File: config.mk
export PLATFORM = sky130hd
export DESIGN_NAME = i2s_tx
export DESIGN_NICKNAME = d
export VERILOG_FILES = /design/src/rtl/i2s_tx.sv
export SDC_FILE = /design/constraint.sdc
export NUM_CORES = 1
export LEC_CHECK = 0
export BUFFER_PORTS_ARGS = -buffer_cell sky130_fd_sc_hd__buf_2
export CAP_MARGIN = 30
export CORE_ASPECT_RATIO = 1.4
export CORE_MARGIN = 4
export CORE_UTILIZATION = 66
export CTS_BUF_LIST = sky130_fd_sc_hd__clkbuf_2
export CTS_CLUSTER_SIZE = 14
export DETAILED_ROUTE_END_ITERATION = 8
export GPL_TIMING_DRIVEN = 0
export PLACE_DENSITY_LB_ADDON = 0.2
export SYNTH_ARGS = -nofsm -noshare
export SYNTH_HDL_FRONTEND = slang
export SYNTH_SLANG_ARGS = --single-unit
File: constraint.sdc
create_clock -name clk -period 8.75 [get_ports clk]
set_input_delay 0.4375 -clock clk [delete_from_list [all_inputs] [get_ports clk]]
set_output_delay 0.4375 -clock clk [all_outputs]
set_load 0.01 [all_outputs]
File: src/rtl/i2s_tx.sv
// I2S / left-justified / right-justified stereo serializer.
// Bit clock is derived from clk by a fractional phase accumulator; all outputs are registered.
module i2s_tx #(
  parameter int unsigned AUDIO_DW = 16,
  parameter int unsigned SLOT_DW  = 32,
  parameter int unsigned I2S_FREQ = 48_000
) (
  input  logic                clk,
  input  logic                reset,
  input  logic [31:0]         clk_rate,
  input  logic [1:0]          mode,
  input  logic                sample_valid,
  input  logic [AUDIO_DW-1:0] left_chan,
  input  logic [AUDIO_DW-1:0] right_chan,
  output logic                sample_ready,
  output logic                underrun,
  output logic                sclk,
  output logic                lrclk,
  output logic                sdata
);

  localparam int unsigned     PW      = $clog2(2 * SLOT_DW);
  localparam logic [PW-1:0]   PosLast = PW'(2 * SLOT_DW - 1);
  localparam logic [PW-1:0]   SlotW   = PW'(SLOT_DW);
  localparam logic [32:0]     Inc     = 33'(I2S_FREQ * 4 * SLOT_DW);
  localparam logic [1:0]      ModeI2s = 2'd0;
  localparam logic [1:0]      ModeRj  = 2'd2;

  logic [31:0]         cnt_q;
  logic [32:0]         nxt;
  logic                ce_q;
  logic                sclk_q, lrclk_q, sdata_q, dly_q;
  logic [PW-1:0]       pos_q, pos_d;
  logic [1:0]          mode_q, mode_d;
  logic [AUDIO_DW-1:0] left_q, left_d, right_q, right_d, smp;
  logic                fall, frame_start, slot, is_i2s, lj_bit, rj_bit;
  logic [PW-1:0]       bit_pos;
  logic [4:0]          b5;
  logic [31:0]         lj_al, rj_al;

  always_comb nxt = {1'b0, cnt_q} + Inc;

  // Phase accumulator: ce fires once for every clk_rate worth of accumulated Inc.
  always_ff @(posedge clk or posedge reset) begin
    if (reset) begin
      cnt_q <= '0;
      ce_q  <= 1'b0;
    end else if (nxt >= {1'b0, clk_rate}) begin
      cnt_q <= 32'(nxt - {1'b0, clk_rate});
      ce_q  <= 1'b1;
    end else begin
      cnt_q <= nxt[31:0];
      ce_q  <= 1'b0;
    end
  end

  always_comb begin
    fall        = ce_q & sclk_q;
    frame_start = fall && (pos_q == PosLast);
    pos_d       = (pos_q == PosLast) ? '0 : pos_q + 1'b1;
    mode_d      = mode_q;
    left_d      = left_q;
    right_d     = right_q;
    if (frame_start) begin
      mode_d = (mode == 2'd3) ? ModeI2s : mode;
      if (sample_valid) begin
        left_d  = left_chan;
        right_d = right_chan;
      end
    end
    slot    = (pos_d >= SlotW);
    bit_pos = slot ? pos_d - SlotW : pos_d;
    b5      = 5'(bit_pos);
    smp     = slot ? right_d : left_d;
    // Left-align for LJ, slot-right-align for RJ; bit b of the slot is then vector bit 31-b.
    lj_al   = 32'(smp) << (32 - AUDIO_DW);
    rj_al   = 32'(smp) << (32 - SLOT_DW);
    lj_bit  = lj_al[~b5];
    rj_bit  = rj_al[~b5];
    is_i2s  = (mode_d == ModeI2s);
  end

  assign sample_ready = frame_start;
  assign underrun     = frame_start & ~sample_valid;

  always_ff @(posedge clk or posedge reset) begin
    if (reset) begin
      sclk_q  <= 1'b1;
      pos_q   <= PosLast;
      mode_q  <= ModeI2s;
      lrclk_q <= 1'b1;
      sdata_q <= 1'b0;
      dly_q   <= 1'b0;
      left_q  <= '0;
      right_q <= '0;
    end else if (fall) begin
      sclk_q  <= 1'b0;
      pos_q   <= pos_d;
      mode_q  <= mode_d;
      left_q  <= left_d;
      right_q <= right_d;
      lrclk_q <= is_i2s ? slot : ~slot;
      sdata_q <= is_i2s ? dly_q : ((mode_d == ModeRj) ? rj_bit : lj_bit);
      // Delay stage only tracks the LJ stream in I2S mode, so a switch into I2S starts with 0.
      dly_q   <= is_i2s ? lj_bit : 1'b0;
    end else if (ce_q) begin
      sclk_q <= 1'b1;
    end
  end

  assign sclk  = sclk_q;
  assign lrclk = lrclk_q;
  assign sdata = sdata_q;

endmodule

==> reports/metrics.cfg <==
[synth]
synth_common_cells = nand2_1 (77), dfrtp_1 (69), inv_1 (62)
postSynthCellCount = 680
async_flop_share_pct = 100
yosysSeqAreaShare_pct = 32.1
synth_area_mm2 = 0.00603
syn_nets = 784
ys_top_cells_by_area = dfrtp_1 (29%), ha_1 (7.1%), mux2_4 (6.2%)
synth-edff-count = 0
yosys.area.top_type_share_pct = 28.6
yosysWarnings = 0
synth_area_leader_cell = dfrtp_1
synth_most_common_cell = nand2_1
ys_types = 64
synth.avg_cell_area_um2 = 8.87
synthFlopType = dfrtp_1
synth_seq_cells = 77

[global_routing]
first_global_vias = 5505
gr-usage-all-layers_pct = 28.6
grt_first_pass_wirelength_um = 24300
grt.busiest_layer = met2
grt_util_met1_pct = 30.6
grt_max_degree = 50
use_met3_pct = 4.01
antenna_found_initial = 1
grt_overflow = 0
use_met2_pct = 52.1

[critical_path]
rr_worst_depth = 17
critPathRequiredTime_ns = 9.23
r2r_start = cnt_q[14]
r2r_end = cnt_q[16]
worst_setup_path_start_kind = flip-flop
criticalPathCategory = flip-flop to flip-flop
r2r_slack_ns = 4.32
worstPathArrival_ns = 4.90
crit_start = cnt_q[14]
crit_end = cnt_q[16]
cp_max_fo = 10
critPathCaptureType = flip-flop

[cells_and_area]
area_growth_pct = 11.1
layout-drive-gt1-share_pct = 21.0
fillers = 666
nNetsFinal = 870

[clock_network]
root_buffer = clkbuf_2
clock_latency_ns = 0.58
cts-htree-levels = 3
path_clk_slew_ns = 0.26
cts_tree = built
clock_path_buffers = 2
clkSinkCount = 77
cts_resized = 0
cts_inserted_buffers = 9

[timing]
finalMaxSlewViolations = 0
tns_ns = 0
rsz0062_at_grt = false
skew_ns = 0.0248
fin_crit_ns = 4.43
hold_violations = 0
hold_ws_ns = 0.0320
finalCritPeriodShare_pct = 50.6
fin_ws_ns = 4.32
finalSetupViolCount = 0
maxSlewHeadroom_pct = 28.2
clock.fmax_mhz = 226
tightest_slew_ns = 1.07

[power_and_ir_drop]
p_sw_share_pct = 45.6
power_density_mw_per_mm2 = 394
p_seq_share_pct = 20.8
clockPowerShare_pct = 8.3
ir_worst_vdd_v = 0.000294
pwr-share-comb_pct = 70.9
netSwitchingPower_w = 0.00120
p_leak_nw = 3.36
p_int_w = 0.00143

[detailed_routing]
wirelength_um = 14600
ant_nets = 0
vias_per_cell = 6.11
dr.pass1.iters = 7
avgRoutedWirePerCell_um = 16.7
drc = 0
vias = 5373
dr.first_iter.drc_count = 252

[die]
start_util_pct = 67.2
coreArea_mm2 = 0.00898
fp.dieH_um = 121
die_w_um = 88.8
io_pins = 74
die-area_mm2 = 0.0108
num_rows = 41

[placement]
dp_hpwl_um = 11500
place_congestion = 0.928
dp_slack_ns = 4.31
portBuffers = 73

[run_status]
status = finished, final reports clean

[hold_path]
hold_path.class = primary input to flip-flop
hp-start = right_chan[14]

[job]
cap_violations = 0

==> sequential cells by signal, summed over array words and instances (netlist names), 2 cells and up <==
name	flops
cnt_q	32
left_q	16
mode_q	2
pos_q	6
right_q	16
==> how the worst min path moves through the flow <==
| stage | to | depth (start not counted) |
|---|---|---|
| final | right_q[14] | 3 |
| after floorplan | sclk | 1 |
| after CTS | right_q[14] | 3 |
| after global placement | dly_q | 2 |
| after detailed placement | right_q[12] | 2 |
| after global routing | left_q[10] | 3 |
==> repair_timing <==
item / CTS / global route
setup endpoints to repair: 0 / 0
hold buffers: 1 / 0
buffers inserted: 0 / 0
endpoints found under the hold margin: 21 / 0
==> worst max-delay path, cell delays in order, from the launching register on <==
cell      delay (ns)
dfrtp_1         0.45
inv_1           0.11
ha_1            0.19
nand2b_1        0.08
a211oi_1        0.39
a21boi_0        0.21
o21ai_0         0.54
nor2_1          0.17
and3_1          0.23
xor2_1          0.20
ha_1            0.32
nand3_1         0.16
nor3_1          0.08
a31oi_1         0.21
o41a_1          0.26
o211a_4         0.27
buf_12          0.17
mux2_4          0.31
==> per-layer routing <==
metal / vias up / part of all wire, % / wire (um)
met1: 2528 / 38 / 5500
met3: 53 / 4.5 / 655
li1: 2609 / - / -
met5: - / 0 / 0
met2: 183 / 54 / 7900
met4: 0 / 4.0 / 588
==> power by group through the flow <==
stage / Sequential (W) / Clock, W / Combinational, W
final: 0.000548 / 0.000218 / 0.00187
after global routing: 0.000561 / 0.000239 / 0.00205
after CTS: 0.000547 / 0.000221 / 0.00185
after detailed placement: 0.000554 / 0 / 0.00184
after global placement: 0.000547 / 0 / 0.00178
after floorplan: 0.000538 / 0 / 0.00151
==> stage by stage <==
stage / cell area, um2 / cells / power (W) / utilization, %
after global placement: 6530 / 860 / 0.00233 / 72.7
after detailed placement: 6560 / 861 / 0.00240 / 73.1
after floorplan: 6030 / 680 / 0.00205 / -
final: 6700 / 879 / 0.00264 / 74.6
after global routing: 6700 / 879 / 0.00285 / 74.6
after CTS: 6700 / 878 / 0.00262 / 74.6
==> logic make-up (layout without fill, tap and decap cells) <==
kind of cell / Yosys count / after routing / synth area share, %
xor gates and xnor gates: 46 / 46 / 6.68
buffers and inverters: 84 / 175 / 6.18
and+or+nand+nor: 206 / 206 / 15.8
adders and majority gates: 35 / 35 / 7.39
other: 0 / 1 / 0
muxes: 55 / 55 / 11.6
DFF: 77 / 77 / 32.1
AOI/OAI and AO/OA: 177 / 177 / 20.2
==> cells in the final DEF, fill, tap and decap left out, drive strengths merged, types with 3 or more instances in the layout <==
cell and instances:
buf 83, nand2 77, dfrtp 69, inv 65, a21oi 47, mux2 44
nor2 42, ha 34, xnor2 30, o21ai 27, clkbuf 22, nand3 21
nor3 18, a21o 18, xor2 16, mux2i 11, o21a 10, nand4 9
a211oi 9, and3 8, dfstp 8, nor2b 7, o211ai 7, o22ai 7
o311ai 7, or2 6, a211o 5, and2 4, o31ai 4, nor4 4
a32oi 4, a31oi 4, nand2b 4, o21bai 3, o32ai 3
==> cell type report <==
| cell class | instances | area, um2 | area share (%) |
|---|---|---|---|
| Tap cell | 107 | 134 | 2.00 |
| Clock buffer | 9 | 45.0 | 0.672 |
| Antenna cell | 1 | 2.50 | 0.0374 |
| Multi-Input combinational cell | 519 | 3720 | 55.5 |
| Sequential cell | 77 | 1940 | 28.9 |
| Buffer | 22 | 140 | 2.09 |
| Inverter | 62 | 235 | 3.51 |
| Clock inverter | 7 | 82.6 | 1.23 |
| Timing Repair Buffer | 75 | 403 | 6.01 |
No activity file was read; power rests on OpenSTA's default activity.
